==> config.mk <==
export PLATFORM = sky130hd
export DESIGN_NAME = atri_i2c_wb_arbiter
export DESIGN_NICKNAME = d
export VERILOG_FILES = /design/src/rtl/atri_i2c_pkg.sv /design/src/rtl/atri_i2c_wb_arbiter.sv
export SDC_FILE = /design/constraint.sdc
export NUM_CORES = 1
export LEC_CHECK = 0
export ABC_AREA = 1
export CORE_ASPECT_RATIO = 0.7
export CORE_MARGIN = 2
export CORE_UTILIZATION = 30
export CTS_CLUSTER_SIZE = 24
export DETAILED_ROUTE_END_ITERATION = 10
export PLACE_DENSITY = 0.75
export SYNTH_ARGS = -nofsm -noshare
export SYNTH_HDL_FRONTEND = slang
export SYNTH_SLANG_ARGS = --single-unit
export TNS_END_PERCENT = 50
==> constraint.sdc <==
create_clock -name clk_i -period 3.63 [get_ports clk_i]
set_clock_uncertainty 0.2 [all_clocks]
set_input_delay 0.726 -clock clk_i [delete_from_list [all_inputs] [get_ports clk_i]]
set_output_delay 0.726 -clock clk_i [all_outputs]
set_load 0.03 [all_outputs]
==> src/rtl/atri_i2c_pkg.sv <==
// Shared encodings for the I2C WISHBONE arbiter: FSM state codes and the
// owner debug codes (the state encoding doubles as the owner code).
package atri_i2c_pkg;

  typedef enum logic [1:0] {
    ST_IDLE = 2'b00,
    ST_OWN0 = 2'b01,
    ST_OWN1 = 2'b10
  } arb_state_e;

  localparam logic [1:0] OWNER_IDLE = 2'b00;
  localparam logic [1:0] OWNER_M0   = 2'b01;
  localparam logic [1:0] OWNER_M1   = 2'b10;

endpackage

==> src/rtl/atri_i2c_wb_arbiter.sv <==
// Two-master round-robin WISHBONE arbiter in front of i2c_master_top, with
// lock-based ownership hold and a per-access ack timeout.
module atri_i2c_wb_arbiter
  import atri_i2c_pkg::*;
#(
  parameter int TIMEOUT = 255
) (
  input  logic       clk_i,
  input  logic       rst_i,
  input  logic       m0_cyc_i,
  input  logic       m0_stb_i,
  input  logic       m0_we_i,
  input  logic [2:0] m0_adr_i,
  input  logic [7:0] m0_dat_i,
  input  logic       m0_lock_i,
  output logic [7:0] m0_dat_o,
  output logic       m0_ack_o,
  output logic       m0_err_o,
  output logic       m0_inta_o,
  input  logic       m1_cyc_i,
  input  logic       m1_stb_i,
  input  logic       m1_we_i,
  input  logic [2:0] m1_adr_i,
  input  logic [7:0] m1_dat_i,
  input  logic       m1_lock_i,
  output logic [7:0] m1_dat_o,
  output logic       m1_ack_o,
  output logic       m1_err_o,
  output logic       m1_inta_o,
  output logic       s_cyc_o,
  output logic       s_stb_o,
  output logic       s_we_o,
  output logic [2:0] s_adr_o,
  output logic [7:0] s_dat_o,
  input  logic [7:0] s_dat_i,
  input  logic       s_ack_i,
  input  logic       s_inta_i,
  output logic [1:0] owner_o
);

  localparam logic [7:0] TO_LAST = 8'(TIMEOUT - 1);

  arb_state_e state, next_state;
  logic       last_m1;
  logic       last_vld;
  logic [7:0] wait_cnt;

  logic       own0, own1;
  logic       o_cyc, o_stb, o_we, o_lock;
  logic [2:0] o_adr;
  logic [7:0] o_dat;
  logic       timeout;

  assign own0 = (state == ST_OWN0);
  assign own1 = (state == ST_OWN1);

  always_comb begin
    o_cyc  = 1'b0;
    o_stb  = 1'b0;
    o_we   = 1'b0;
    o_lock = 1'b0;
    o_adr  = '0;
    o_dat  = '0;
    if (own0) begin
      o_cyc  = m0_cyc_i;
      o_stb  = m0_stb_i;
      o_we   = m0_we_i;
      o_lock = m0_lock_i;
      o_adr  = m0_adr_i;
      o_dat  = m0_dat_i;
    end else if (own1) begin
      o_cyc  = m1_cyc_i;
      o_stb  = m1_stb_i;
      o_we   = m1_we_i;
      o_lock = m1_lock_i;
      o_adr  = m1_adr_i;
      o_dat  = m1_dat_i;
    end
  end

  // An ack landing on the last wait cycle wins; reset suppresses the abort.
  assign timeout = (own0 | own1) & o_stb & ~s_ack_i & (wait_cnt == TO_LAST) & ~rst_i;

  always_comb begin
    next_state = state;
    case (state)
      ST_IDLE: begin
        if (m0_cyc_i && m1_cyc_i) next_state = last_m1 ? ST_OWN0 : ST_OWN1;
        else if (m0_cyc_i)        next_state = ST_OWN0;
        else if (m1_cyc_i)        next_state = ST_OWN1;
      end
      ST_OWN0, ST_OWN1: begin
        if (timeout || (!o_cyc && !o_lock)) next_state = ST_IDLE;
      end
      default: next_state = ST_IDLE;
    endcase
  end

  always_ff @(posedge clk_i) begin
    if (rst_i) begin
      state    <= ST_IDLE;
      last_m1  <= 1'b1;
      last_vld <= 1'b0;
      wait_cnt <= '0;
    end else begin
      state <= next_state;
      // A timed-out master stays recorded as last served, so it loses the next tie.
      if (state == ST_IDLE && next_state != ST_IDLE) begin
        last_m1  <= (next_state == ST_OWN1);
        last_vld <= 1'b1;
      end
      if (state == ST_IDLE || timeout || s_ack_i) wait_cnt <= '0;
      else if (o_stb)                             wait_cnt <= wait_cnt + 8'd1;
    end
  end

  always_comb begin
    s_cyc_o   = o_cyc & ~timeout;
    s_stb_o   = o_stb & ~timeout;
    s_we_o    = o_we;
    s_adr_o   = o_adr;
    s_dat_o   = o_dat;
    m0_dat_o  = own0 ? s_dat_i : 8'h00;
    m1_dat_o  = own1 ? s_dat_i : 8'h00;
    m0_ack_o  = own0 & s_ack_i;
    m1_ack_o  = own1 & s_ack_i;
    m0_err_o  = own0 & timeout;
    m1_err_o  = own1 & timeout;
    m0_inta_o = s_inta_i & (own0 | (state == ST_IDLE && last_vld && !last_m1));
    m1_inta_o = s_inta_i & (own1 | (state == ST_IDLE && last_vld &&  last_m1));
    case (state)
      ST_OWN0: owner_o = OWNER_M0;
      ST_OWN1: owner_o = OWNER_M1;
      default: owner_o = OWNER_IDLE;
    endcase
  end

endmodule

==> reports/summary.log <==
INFO  timing         timing.max_slew.rel_slack=77.4%
INFO  route          wirelength=3.30mm
INFO  clock_network  cts_max_path_buffers=2
INFO  worst_setup_path reg_to_reg_critical_path_endpoint=last_vld
INFO  route          route.detailed.drc=0
INFO  timing         final_period_minus_worst_setup_slack=3.32ns
INFO  synthesis      synthesis.yosys.warnings=0
INFO  finish         layout.cells.most_common_list=clkdlybuf4s50_1, nand2_1, inv_1
INFO  clock_network  cts.root.buffer_cell=clkbuf_8
INFO  route          antenna_left=0
INFO  clock_network  worst_skew_pair.late_latency=0.24ns
INFO  floorplan      core_rows=18
INFO  timing         max_slew.worst_pin.slew=0.339ns
INFO  place          finalWeightedCongestion=0.849
INFO  global_route   grt_max_degree=15
INFO  global_route   number_of_global_route_vias_before_repair=1220
INFO  place          place_hpwl=2.77mm
INFO  route          drtIter0Drc=50
INFO  clock_network  path_clk_slew=0.05ns
INFO  flow_run       max_cap_viol_count=0
INFO  synthesis      synth_cell_types=29
INFO  synthesis      net_count_synth=216
INFO  clock_network  cts.hold.buffers_added=0
INFO  worst_setup_path r2r_setup_slack=1.41ns
INFO  worst_setup_path timing_worst_setup_path_type=in -> out
INFO  route          avgViaCountPerCell=4.32
INFO  timing         post-route-worst-setup-slack=0.312ns
INFO  timing         post-route-period-util=91.4%
INFO  global_route   track_usage=16.5%
INFO  floorplan      design.portCount=80
INFO  synthesis      syn_area_per_cell=6.51um^2
INFO  global_route   grt.overflow.total=0
INFO  finish         nNetsFinal=298
INFO  clock_network  htree_num_levels=1
INFO  clock_network  clock_tree_from_tritoncts=done
INFO  worst_setup_path critical_path.reg2reg.startpoint=state[1]
INFO  clock_network  number_of_instances_resized_during_post_cts_repair=0
INFO  pwr            areal_power_density_over_the_cells=318mW/mm^2
INFO  synthesis      yosys_register_bits=12
INFO  timing         fmax=0.301GHz
INFO  pwr            peakVddDrop=0.228mV
INFO  clock_network  cts_made_buffers=3
INFO  route          routedWlPerCell=11.1um
INFO  synthesis      yosysSeqAreaShare=22.1%
INFO  worst_setup_path worstSetupEndpointType=output port
INFO  worst_setup_path critical_path.max_fanout=5
INFO  worst_setup_path cp.required=2.70ns
INFO  worst_hold_path worst_hold_path_type=reg -> reg
INFO  run_status     run_status=complete, no violations
INFO  timing         setup_viol=0
INFO  finish         ant_diodes=0
INFO  timing         timing.setup.tns=0ns
INFO  route          route.vias.total=1284
INFO  finish         commonest_non_fill_non_tap_cell_in_the_layout=clkdlybuf4s50_1
INFO  worst_setup_path startpoint_type_of_the_worst_setup_path=input port
INFO  finish         final_layout_size_suffix_gt1_share=8.10%
INFO  floorplan      core-area=0.00349mm^2
INFO  worst_setup_path setup.worst_path.end=s_cyc_o
INFO  synthesis      synthesis.instances=167
INFO  clock_network  numClockSinks=12
INFO  clock_network  post_cts.repair.setup_buffers=0
INFO  synthesis      syn-cell-area=0.00109mm^2
INFO  worst_setup_path r2r.worst_path.cells=14
INFO  worst_setup_path critical_path.startpoint=rst_i
INFO  global_route   grt_pass1_wl=5.47mm
INFO  finish         areaGrowthSynthToFinish=81.1%
INFO  timing         final_hold_viol_count=0
INFO  floorplan      die_height=54.4um
INFO  place          pre_cts_slack=0.300ns
INFO  floorplan      fp.dieW=76.0um
INFO  timing         timing_max_transition_violations_final=0
INFO  floorplan      die_outline_area=0.00413mm^2
INFO  pwr            leakagePower=0.957nW
INFO  place          port-buffer-count=79
INFO  worst_setup_path critPathArrivalTime=2.39ns
INFO  global_route   initial_antenna_violation_count=0
INFO  floorplan      initial_utilization=31.1%
INFO  timing         rsz0062_at_grt=false
INFO  route          drtPass1Iterations=4
synth_stat cells, drive strengths merged:
master	instances	area, um^2
buf	2	18.8
inv	38	145
nor2	16	70.1
nand2	41	164
xor2	2	17.5
o21ai	1	5.00
xnor2	3	26.3
ha	7	87.6
clkbuf	3	11.3
nand3b	1	7.51
nor3	1	5.00
dfxtp	12	240
a21oi	11	70.1
a21boi	1	7.51
nand3	11	72.6
nand4	3	18.8
a22o	12	105
or2	1	6.26
o221ai	1	8.76
kinds of logic (layout without fill, tap and decap cells):
logic type,Yosys count,after routing,synth area share [%]
adders and majority gates,7,7,8.05
AOI/OAI and AO/OA,26,26,18.1
buffers and inverters,43,123,16.1
xor gates and xnor gates,5,5,4.03
DFF,12,12,22.1
and+or+nand+nor,74,74,31.6
worst max-delay path, stage by stage:
cell	delay [ns]
clkdlybuf4s50_1	0.53
or2_1	0.22
a21oi_4	0.05
a21oi_1	0.17
clkdlybuf4s50_1	0.70
worst min path at each step:
stage          startpoint  slack (ns)  endpoint  cells after the start
2_1_floorplan    last_vld        0.24  last_vld                      2
3_3_place_gp     last_vld        0.27  last_vld                      2
3_5_place_dp     last_vld        0.26  last_vld                      2
4_1_cts          last_vld        0.27  last_vld                      2
5_1_grt          last_vld        0.28  last_vld                      2
6_report         last_vld        0.27  last_vld                      2
per-layer routing:
metal	global-route usage (%)	vias to the layer above	routed length [um]
li1	-	685	-
met1	20.0	560	1550
met2	30.8	37	1520
met3	5.12	2	222
met4	1.82	0	4
met5	0	-	0
cell type report:
type / count / area [um^2]
clock buffer: 3 / 41.3
fill: 335 / 1520
inverter: 38 / 145
multi-input combinational: 112 / 672
sequential: 12 / 240
tap: 50 / 62.6
timing repair buffer: 82 / 808
where the power goes:
group | total, mW | switching (mW) | leakage, nW | internal (mW)
sequential | 0.151 | 0.00964 | 0.0976 | 0.141
combinational | 0.357 | 0.197 | 0.838 | 0.159
clock | 0.119 | 0.0460 | 0.0216 | 0.0729
total | 0.626 | 0.253 | 0.957 | 0.373
registers in the layout, indices dropped and copies added (netlist names):
name	flops
state	2
last_m1	1
last_vld	1
wait_cnt	8
per-stage QoR:
step                      instance area [um^2]  hold slack [ns]  utilization [%]  power [mW]  instances
after floorplan                           1090            0.238                -       0.359        167
after global placement                    1930            0.272             55.2       0.508        294
after detailed placement                  1930            0.261             55.2       0.511        294
after CTS                                 1970            0.270             56.4       0.632        297
after global routing                      1970            0.285             56.4       0.660        297
final                                     1970            0.270             56.4       0.626        297
No activity file was read; power rests on OpenSTA's default activity.
